`config.mk`:
```
export PLATFORM = sky130hd
export DESIGN_NAME = sop_logic_array
export DESIGN_NICKNAME = d
export VERILOG_FILES = /design/src/rtl/sop_logic_array.sv
export SDC_FILE = /design/constraint.sdc
export NUM_CORES = 1
export LEC_CHECK = 0
export CAP_MARGIN = 0
export CORE_ASPECT_RATIO = 1.25
export CORE_UTILIZATION = 50
export DETAILED_ROUTE_END_ITERATION = 8
export PLACE_DENSITY = 0.7
export SLEW_MARGIN = 5
export SYNTH_ARGS = -nofsm -noshare
export SYNTH_HDL_FRONTEND = slang
export SYNTH_SLANG_ARGS = --single-unit
export TNS_END_PERCENT = 5
```
`constraint.sdc`:
```
create_clock -name clk -period 3.6 [get_ports clk]
set_clock_uncertainty 0.1 [all_clocks]
set_input_delay 0.72 -clock clk [delete_from_list [all_inputs] [get_ports clk]]
set_output_delay 0.72 -clock clk [all_outputs]
set_load 0.02 [all_outputs]
```
`src/rtl/sop_logic_array.sv`:
```
`default_nettype none
// ============================================================================
// Module      : sop_logic_array
// Description : CH-channel three-input logic array. Every input bit is
//               debounced, the channel function is runtime-selectable, the
//               outputs are registered, and rising edges of each primary
//               output are tallied in saturating counters with a select mux.
// Revision    : 1.0 - initial release
// ============================================================================
module sop_logic_array #(
    parameter int CH            = 4,
    parameter int STABLE_CYCLES = 3,
    parameter int CNT_W         = 8,
    localparam int c_sel_w      = (CH > 1) ? $clog2(CH) : 1
) (
    input  logic               clk,
    input  logic               rst,
    input  logic               en,
    input  logic [CH-1:0]      a,
    input  logic [CH-1:0]      b,
    input  logic [CH-1:0]      c,
    input  logic [1:0]         mode,
    output logic [CH-1:0]      x,
    output logic [CH-1:0]      y,
    input  logic               cnt_clr,
    input  logic [c_sel_w-1:0] cnt_sel,
    output logic [CNT_W-1:0]   cnt_out,
    output logic               cnt_sat
);

    // Filters are laid out as {C bits, B bits, A bits}, CH bits per group.
    localparam int               c_nf      = 3 * CH;
    localparam int               c_kw      = $clog2(STABLE_CYCLES + 1);
    localparam logic [c_kw-1:0]  c_k_last  = c_kw'(STABLE_CYCLES - 1);
    localparam logic [CNT_W-1:0] c_cnt_max = '1;

    logic [c_nf-1:0]            s_q, s_d;
    logic [c_nf-1:0]            f_q, f_d;
    logic [c_nf-1:0][c_kw-1:0]  k_q, k_d;
    logic [1:0]                 mode_q, mode_d;
    logic [CH-1:0]              x_q, x_d;
    logic [CH-1:0]              y_q, y_d;
    logic                       primed_q, primed_d;
    logic [CH-1:0][CNT_W-1:0]   cnt_q, cnt_d;

    logic [CH-1:0]              fa, fb, fc;
    logic [CH-1:0]              next_x;

    assign fa = f_q[CH-1:0];
    assign fb = f_q[2*CH-1:CH];
    assign fc = f_q[3*CH-1:2*CH];
    assign x  = x_q;
    assign y  = y_q;

    // Input sampling and per-bit debounce: f follows s only after s has
    // disagreed with f for STABLE_CYCLES consecutive enabled cycles.
    always_comb begin
        s_d    = s_q;
        f_d    = f_q;
        k_d    = k_q;
        mode_d = mode_q;
        if (en) begin
            s_d    = {c, b, a};
            mode_d = mode;
            for (int i = 0; i < c_nf; i++) begin
                if (s_q[i] == f_q[i]) begin
                    k_d[i] = '0;
                end else if (k_q[i] == c_k_last) begin
                    f_d[i] = s_q[i];
                    k_d[i] = '0;
                end else begin
                    k_d[i] = k_q[i] + 1'b1;
                end
            end
        end
    end

    // Channel function selected by the registered mode.
    always_comb begin
        next_x = '0;
        case (mode_q)
            2'd0:    next_x = (fa & fb) | ~fc;
            2'd1:    next_x = (fa | fb) & ~fc;
            2'd2:    next_x = fa ^ fb ^ fc;
            default: next_x = ~((fa & fb) | fc);
        endcase
    end

    // Output registers and saturating rising-edge counters; clear wins over
    // a coincident edge and works even while disabled.
    always_comb begin
        x_d      = x_q;
        y_d      = y_q;
        primed_d = primed_q;
        cnt_d    = cnt_q;
        if (en) begin
            x_d      = next_x;
            y_d      = ~fc;
            primed_d = 1'b1;
        end
        for (int i = 0; i < CH; i++) begin
            if (cnt_clr) begin
                cnt_d[i] = '0;
            end else if (en && primed_q && next_x[i] && !x_q[i] &&
                         (cnt_q[i] != c_cnt_max)) begin
                cnt_d[i] = cnt_q[i] + 1'b1;
            end
        end
    end

    // State register with synchronous reset taking priority over everything.
    always_ff @(posedge clk) begin
        if (rst) begin
            s_q      <= '0;
            f_q      <= '0;
            k_q      <= '0;
            mode_q   <= '0;
            x_q      <= '0;
            y_q      <= '0;
            primed_q <= 1'b0;
            cnt_q    <= '0;
        end else begin
            s_q      <= s_d;
            f_q      <= f_d;
            k_q      <= k_d;
            mode_q   <= mode_d;
            x_q      <= x_d;
            y_q      <= y_d;
            primed_q <= primed_d;
            cnt_q    <= cnt_d;
        end
    end

    // Counter readout; an out-of-range select reads as zero.
    always_comb begin
        cnt_out = '0;
        cnt_sat = 1'b0;
        for (int i = 0; i < CH; i++) begin
            if (cnt_sel == c_sel_w'(i)) begin
                cnt_out = cnt_q[i];
                cnt_sat = (cnt_q[i] == c_cnt_max);
            end
        end
    end

endmodule
`default_nettype wire

```
== Word-level counts from Yosys, hierarchy flattened ==
Cells that the tools add are included.
Storage, ports and cells
  flip-flop bits (word level): 91
  output and inout bits: 17
Operators by class
  $add $sub $neg: 16
  equality and inequality tests: 37
  mux-type cells: 33
  bitwise operators: 21
  reductions and logical operators: 32
Operators by type and width (count)
  2-bit two-way mux: 24
  3-bit AND reduction: 12
  8-bit by 1-bit adder with 8-bit output, second input constant: 4
  8-bit equality test, second input constant: 4
  8-bit two-way mux: 4
  8-bit inequality test, second input constant: 4
  2-bit equality test, second input constant: 15
  2-bit by 1-bit adder with 2-bit output, second input constant: 12
  1-bit logical AND: 13
  1-bit equality test: 12
  1-bit inverter: 12
  4-bit OR: 3
  4-bit case mux with 3 select lines: 1
  4-bit bitwise AND: 2
  4-bit inverter: 2
  4-bit bitwise XOR: 2
  2-bit by 1-bit equality test with 1-bit output, second input constant: 2
  1-bit zero test: 4
  2-bit zero test: 2
  1-bit two-way mux: 4
  2-bit OR reduction: 1

== Depth between registers and ports, before layout ==
Gate-level depths: netlist of the first run.
  word-level depth: 7
  gate-level depth with buffers: 9
  gate-level depth less buffers: 7

== Worst setup path after synthesis of the first run ==
No wires, ideal clock.
  path type: input port to output port
  from: in cnt_sel[0]
  to: out cnt_out[0]
  arrival time: 1828 ps
  required time: 2780 ps
  setup slack: 952 ps
  cell stages on the path: 2
  buffers on the path: 1
  cells stage by stage: clkbuf_1 > mux4_2
On the way
  longest elaborated chain between the ends: 5
  elaborated cells between the ends (all ways): 8
  classes of those cells: eq/ne (3); mux (4); reduce/logical (1)
Ends and longest elaborated chain
  start, declared: line 26  | input logic [c_sel_w-1:0] cnt_sel,
  2-bit zero test: line 139  | if (cnt_sel == c_sel_w'(i)) begin
  8-bit two-way mux (3 in series): line 139
  8-bit two-way mux (*): line 139
  end, declared: line 27  | output logic [CNT_W-1:0] cnt_out,
Mark *: on every way between the ends. The rest lies on a longest branch, timed or not.

== Final worst setup path of the first run ==
  from: reg cnt_q[26] in the netlist's numbering
  to: out cnt_sat
On the way
  longest elaborated chain between the ends: 2
Ends and longest elaborated chain
  start, declared: line 44  | logic [CH-1:0][CNT_W-1:0] cnt_q, cnt_d;
  start signal, assigned: line 130  | cnt_q <= cnt_d;
  8-bit equality test: line 141  | cnt_sat = (cnt_q[i] == c_cnt_max);
  1-bit two-way mux: line 139
  end, declared: line 28  | output logic cnt_sat
Every way passes these cells.

==> results of run 1 <==
critical path: cells and delay by family, from the launching register on:
family | cells | cell delay [ns]
flops | 1 | 0.46
simple gates | 3 | 0.80
buf+inv | 1 | 0.59
mux | 1 | 0.32
registers in the layout (all words and copies together) (netlist names):
name / flops
cnt_q: 32
f_q: 12
k_q: 24
mode_q: 2
primed_q: 1
s_q: 12
x: 4
y: 4
layout make-up:
class                   instances  area, um2
inverters                      11      41.29
fillers                       828       3617
multi-input cells             405       2524
clock inverters                 7      75.07
flip-flops and latches         91       1822
well taps                     120      150.1
clock buffers                   9      123.9
repair buffers                 42      395.4
Yosys cell counts (all sizes together) (11+ instances only):
library cell,instances
dfxtp,91
clkbuf,21
nand2,55
a21oi,59
nor2,74
ha,12
nor2b,13
mux2i,20
xnor2,12
buf,13
nor3,11
nand3,33
inv,11
per-layer routing:
metal | track usage | vias up
li1 | - | 1981
met3 | 0.04427 | 22
met1 | 0.2511 | 1847
met5 | 0 | -
met2 | 0.3976 | 88
met4 | 0.1054 | 0
worst paths after layout:
check / end / cells past startpoint / startpoint / slack (ns)
setup / recovery: cnt_sat / 5 / cnt_q[26]$_SDFFE_PP0P_ / 0.26
hold / removal: y[2]$_SDFFE_PP0P_ / 2 / y[2]$_SDFFE_PP0P_ / 0.38
setup reg to reg: cnt_q[30]$_SDFFE_PP0P_ / 7 / f_q[3]$_SDFFE_PP0P_ / 0.98
hold reg to reg: y[2]$_SDFFE_PP0P_ / 2 / y[2]$_SDFFE_PP0P_ / 0.38
kinds of logic after synthesis:
kind of cell,after synthesis
adder cells (fa/ha/maj),12
buffers and inverters,45
multiplexers,29
flip-flops,91
AND/OR/NAND/NOR,246
XOR/XNOR,12
AO/OA/AOI/OAI,106
power breakdown:
group	switching (W)	internal [W]	leakage, nW
sequential	0.0000227	0.00103	0.739
combinational	0.0000966	0.0000771	0.979
clock	0.000378	0.000327	0.104
total	0.000497	0.00143	1.82
through the flow:
step                        util  total power (W)
after global routing      0.5865         0.002023
after CTS                 0.5865         0.001956
after global placement    0.5638         0.001245
after floorplan                -         0.001190
after detailed placement  0.5638         0.001249
final                     0.5865         0.001931
==> impl_metrics.py, run 1 <==
metrics = {
    "placed_design": {
        "buffer_ports.inserted": 36,
        "pre_cts_slack_ns": 0.3171,
        "placed_instance_area_mm2": 0.004932,
        "globalplace.congestion": 0.8343,
        "dp_hpwl_mm": 6.886,
        "place.detailed.instances": 669,
    },
    "drt": {
        "drc": 0,
        "number_of_nets_still_failing_antenna_checks_after_routing": 0,
        "vias": 3938,
        "dr_wl_met2_mm": 4.826,
        "route.detailed.vias_per_inst": 5.749,
        "drt_first_iter_violations": 102,
        "top_signal_layer_used": "met4",
        "totalWireLength_mm": 9.724,
        "drt_first_pass_iters": 5,
        "detail_routed_net_length_per_standard_cell_um": 14.20,
        "wl_met3_um": 366,
        "wl_met1_mm": 4.237,
    },
    "pwr": {
        "vdd_ir_drop_max_mv": 0.1992,
        "p_leak_nw": 1.823,
        "power_per_cell_area_mw_per_mm2": 376.3,
    },
    "timing": {
        "max_freq_mhz": 299.1,
        "rsz0062_at_grt": "false",
        "timing.setup.tns_ns": 0,
        "timing.final.ws_setup_ns": 0.2564,
        "post-route-period-util": 0.9288,
        "worst-slew-pin-transition_ns": 0.8937,
        "final_layout_worst_hold_slack_ns": 0.3837,
        "worst_rel_slew_slack": 0.3987,
        "setup_viol": 0,
        "period_minus_slack_ns": 3.344,
        "timing.final.max_slew_violations": 0,
        "hold_viol": 0,
    },
    "job": {
        "maxCapViolCount": 0,
    },
    "cells_and_area": {
        "layout_commonest_cell": "sky130_fd_sc_hd__dfxtp_1",
        "drive_above_1_share": 0.07257,
        "mostFrequentLayoutCells": "sky130_fd_sc_hd__dfxtp_1, sky130_fd_sc_hd__nor2_1, sky130_fd_sc_hd__a21oi_1, sky130_fd_sc_hd__nand2_1, sky130_fd_sc_hd__clkdlybuf4s50_1",
        "count_of_inserted_antenna_diode_cells": 0,
        "number_of_nets_in_the_layout": 592,
        "finish.instance_area_mm2": 0.005131,
        "post_layout_nonfiller_instances": 685,
        "syn_to_final_growth_pct": 13.22,
    },
    "grt": {
        "global_route_wire_length_before_repair_mm": 16.45,
        "global_route.overflow_total": 0,
        "number_of_antenna_violations_at_the_first_check_in_global_routing": 0,
        "via_count_of_the_first_global_routing_pass": 3644,
        "grtUsageTotal": 0.2223,
        "grt_start_max_net_pins": 65,
    },
    "clock_network": {
        "cts_setup_buffers": 0,
        "cts_resized": 0,
        "cts_root_buf": "sky130_fd_sc_hd__clkbuf_8",
        "tritoncts_clock_tree": "yes",
        "cts_buffers": 9,
        "cts_hold_buffers": 0,
        "clock_path_buffers": 2,
        "h_tree_depth": 3,
        "clock_sinks": 91,
        "worstSkewPairLatency_ns": 0.36,
        "clock_pin_slew_reported_for_the_worst_setup_and_hold_paths_after_clock_tree_synthesis_ns": 0.09,
    },
    "setup_path": {
        "crit_path_max_incr_delay_ns": 0.59,
        "path_cells": "and4_1 -> nand2_1 -> nor2_1 -> mux4_2 -> clkdlybuf4s50_1",
        "setup_crit_start_kind": "register",
        "timing_worst_setup_path_type": "reg -> out",
        "critical_path_data_arrival_time_ns": 2.52,
        "worstPathRequired_ns": 2.78,
        "worst-path-max-fanout": 8,
        "crit_slowest_cell": "sky130_fd_sc_hd__clkdlybuf4s50_1",
        "worst_setup_path_end_kind": "primary output",
    },
    "yosys": {
        "post_synth_mux_area_share": 0.08890,
        "postSynthNetCount": 573,
        "number_of_enable_flip_flop_cells_after_synthesis": 0,
        "synth_cell_types": 47,
        "post_synth_fa_ha_maj_area_fraction": 0.03313,
        "synth_compound_area_frac": 0.1433,
        "postSynthRegisterBits": 91,
        "synthArstFlopShare": 0,
        "syn_area_mm2": 0.004532,
        "synthFlopType": "sky130_fd_sc_hd__dfxtp_1",
        "postSynthCellCount": 541,
        "syn_avg_cell_area_um2": 8.377,
        "cell_type_contributing_the_most_total_cell_area_after_synthesis": "sky130_fd_sc_hd__dfxtp_1",
        "synth_simple_gate_area_share": 0.2684,
        "yosysSeqAreaShare": 0.4020,
        "synth_top_cell_area_share": 0.4020,
        "synth_top_cells_by_area": "sky130_fd_sc_hd__dfxtp_1, sky130_fd_sc_hd__a21oi_1, sky130_fd_sc_hd__nor2_1",
        "main_combinational_cell_family_by_area_after_synthesis": "simple AND/OR/NAND/NOR gates",
        "synth_xor_area_frac": 0.02319,
        "ys_warn_count": 0,
    },
    "die": {
        "fp.dieArea_mm2": 0.009451,
        "fp.dieW_um": 87.15,
        "io-pin-count": 37,
        "fp.coreArea_mm2": 0.008748,
        "rows": 38,
        "die_height_um": 108.4,
        "initial_core_util": 0.5180,
    },
    "min_path": {
        "hp-class": "reg -> reg",
    },
    "status": {
        "outcome": "completed",
    },
}
Note: power is estimated with default switching activity, not from simulation.
==> run 2, diff against run 1 <==
Settings changed: CELL_PAD_IN_SITES_DETAIL_PLACEMENT from default to 0, CELL_PAD_IN_SITES_GLOBAL_PLACEMENT from default to 1, CORE_UTILIZATION 50 to 47, MAX_ROUTING_LAYER from default to met4, PLACE_DENSITY 0.7 to 0.84.
==> impl_metrics.py, run 2 (synthesis results as in run 1) <==
metrics = {
    "placed_design": {
        "pre_cts_slack_ns": 0.3259,
        "buffer_ports.inserted": 36,
        "dp_hpwl_mm": 6.881,
        "placed_instance_area_mm2": 0.004936,
        "globalplace.congestion": 0.8386,
    },
    "timing": {
        "max_freq_mhz": 299.4,
        "worst-slew-pin-transition_ns": 0.7727,
        "timing.setup.tns_ns": 0,
        "hold_viol": 0,
        "timing.final.ws_setup_ns": 0.2603,
        "timing.final.max_slew_violations": 0,
        "setup_viol": 0,
        "rsz0062_at_grt": "false",
        "post-route-period-util": 0.9277,
        "period_minus_slack_ns": 3.340,
        "final_layout_worst_hold_slack_ns": 0.3790,
        "worst_rel_slew_slack": 0.4801,
    },
    "setup_path": {
        "crit_slowest_cell": "sky130_fd_sc_hd__clkdlybuf4s50_1",
        "crit_family": "buffers and inverters",
        "crit_path_max_incr_delay_ns": 0.55,
        "timing_worst_setup_path_type": "reg -> out",
        "worst-path-max-fanout": 8,
        "r2r_setup_slack_ns": 0.97,
        "timing.critical_path.buf_inv": 1,
        "setup_crit_start_kind": "register",
        "path_cells": "ha_1 -> and4_1 -> and4_1 -> mux4_2 -> clkdlybuf4s50_1",
        "worst-r2r-cell-count": 7,
        "crit-reg2reg-capture": "cnt_q[30]$_SDFFE_PP0P_",
        "critical_path_data_arrival_time_ns": 2.52,
        "number_of_stages_on_the_worst_setup_path": 5,
        "crit-reg2reg-launch": "f_q[3]$_SDFFE_PP0P_",
        "worst_setup_path_end_kind": "primary output",
        "worstPathRequired_ns": 2.78,
        "cp_common_cell": "sky130_fd_sc_hd__and4_1",
    },
    "die": {
        "rows": 39,
        "io-pin-count": 37,
        "fp.coreArea_mm2": 0.009271,
        "die_height_um": 111.8,
        "fp.dieW_um": 89.83,
        "fp.dieArea_mm2": 0.01004,
        "initial_core_util": 0.4888,
    },
    "drt": {
        "route.detailed.vias_per_inst": 5.683,
        "number_of_nets_still_failing_antenna_checks_after_routing": 0,
        "totalWireLength_mm": 9.854,
        "detail_routed_net_length_per_standard_cell_um": 14.32,
        "vias": 3910,
        "drc": 0,
        "drt_first_pass_iters": 5,
        "drt_first_iter_violations": 124,
    },
    "grt": {
        "number_of_antenna_violations_at_the_first_check_in_global_routing": 0,
        "via_count_of_the_first_global_routing_pass": 3618,
        "global_route_wire_length_before_repair_mm": 16.73,
        "global_route.overflow_total": 0,
        "grtUsageTotal": 0.2129,
        "grt_start_max_net_pins": 61,
    },
    "clock_network": {
        "clock_path_buffers": 2,
        "worstSkewPairLatency_ns": 0.33,
        "tritoncts_clock_tree": "yes",
        "h_tree_depth": 3,
        "cts_resized": 0,
        "cts_hold_buffers": 0,
        "cts_root_buf": "sky130_fd_sc_hd__clkbuf_16",
        "cts_setup_buffers": 0,
        "clock_sinks": 91,
        "cts_buffers": 9,
        "clock_pin_slew_reported_for_the_worst_setup_and_hold_paths_after_clock_tree_synthesis_ns": 0.06,
    },
    "min_path": {
        "worst_hold_startpoint": "y[0]$_SDFFE_PP0P_",
        "worst_hold_path.num_cells": 2,
        "hp-class": "reg -> reg",
        "hold_endpoint": "y[0]$_SDFFE_PP0P_",
    },
    "cells_and_area": {
        "largest-register": "cnt_q",
        "mostFrequentLayoutCells": "sky130_fd_sc_hd__dfxtp_1, sky130_fd_sc_hd__nor2_1, sky130_fd_sc_hd__a21oi_1, sky130_fd_sc_hd__nand2_1, sky130_fd_sc_hd__clkdlybuf4s50_1",
        "drive_above_1_share": 0.07080,
        "reg.largest.list": "cnt_q x32, k_q x24",
        "finish.instance_area_mm2": 0.005303,
        "number_of_flip_flops_under_the_largest_register_name": 32,
        "layout_commonest_cell": "sky130_fd_sc_hd__dfxtp_1",
        "fillers": 855,
        "number_of_nets_in_the_layout": 592,
        "syn_to_final_growth_pct": 17.01,
        "final_core_util": 0.5719,
        "count_of_inserted_antenna_diode_cells": 0,
    },
    "pwr": {
        "p_leak_nw": 1.895,
        "power_per_cell_area_mw_per_mm2": 446.4,
        "vdd_ir_drop_max_mv": 0.2956,
    },
    "status": {
        "outcome": "completed",
    },
    "job": {
        "maxCapViolCount": 0,
    },
}
run 2: cell types whose count changed in the layout (fill, tap and decap cells not counted), sizes merged:
cell	previous run	this run
clkbuf	9	10
bufinv	1	4
inv	14	11
clkinv	3	2
run 2: cell type report:
cell class                      instances  area [um2]  share of cell area
Clock inverter                          6       137.6             0.02596
Clock buffer                           10       229.0             0.04318
Timing Repair Buffer                   42       395.4             0.07456
Sequential cell                        91        1822              0.3436
Multi-Input combinational cell        405        2524              0.4759
Tap cell                              123       153.9             0.02902
Inverter                               11       41.29            0.007787
run 2: worst max-delay path by stage:
| stage | slack [ns] | to | startpoint |
|---|---|---|---|
| global route | 0.15 | cnt_sat | cnt_q[0]$_SDFFE_PP0P_ |
| finish | 0.26 | cnt_sat | cnt_q[0]$_SDFFE_PP0P_ |
| CTS | 0.25 | cnt_sat | cnt_q[0]$_SDFFE_PP0P_ |
| detailed placement | 0.33 | cnt_out[4] | cnt_sel[0] |
| global placement | 0.34 | cnt_out[3] | cnt_sel[0] |
| floorplan | 0.95 | cnt_out[0] | cnt_sel[0] |
run 2: per-layer routing:
layer | vias to the layer above | GRT usage | part of all wire
li1 | 1989 | - | -
met1 | 1823 | 0.2432 | 0.43
met2 | 81 | 0.3579 | 0.50
met3 | 17 | 0.04372 | 0.039
met4 | 0 | 0.09727 | 0.024
met5 | - | - | 0
run 2: stage by stage:
stage / total power [W] / instances
2_1_floorplan: 0.001190 / 541
3_3_place_gp: 0.001247 / 672
3_5_place_dp: 0.001250 / 672
4_1_cts: 0.002396 / 688
5_1_grt: 0.002466 / 688
6_report: 0.002367 / 688
run 2: report_power, final:
part	internal (W)	total (W)	leakage (nW)	switching, W
Clock	0.000751	0.00114	0.177	0.000389
Sequential	0.00103	0.00105	0.739	0.0000230
Combinational	0.0000771	0.000174	0.979	0.0000965
run 2: worst reg2reg max path, stage by stage (launching register included):
cell                      delay, ns
sky130_fd_sc_hd__dfxtp_1       0.39
sky130_fd_sc_hd__inv_1         0.07
sky130_fd_sc_hd__ha_1          0.31
sky130_fd_sc_hd__nand3_1       0.10
sky130_fd_sc_hd__o31ai_1       0.10
sky130_fd_sc_hd__or4_1         0.74
sky130_fd_sc_hd__or4b_1        0.58
sky130_fd_sc_hd__o211a_1       0.14
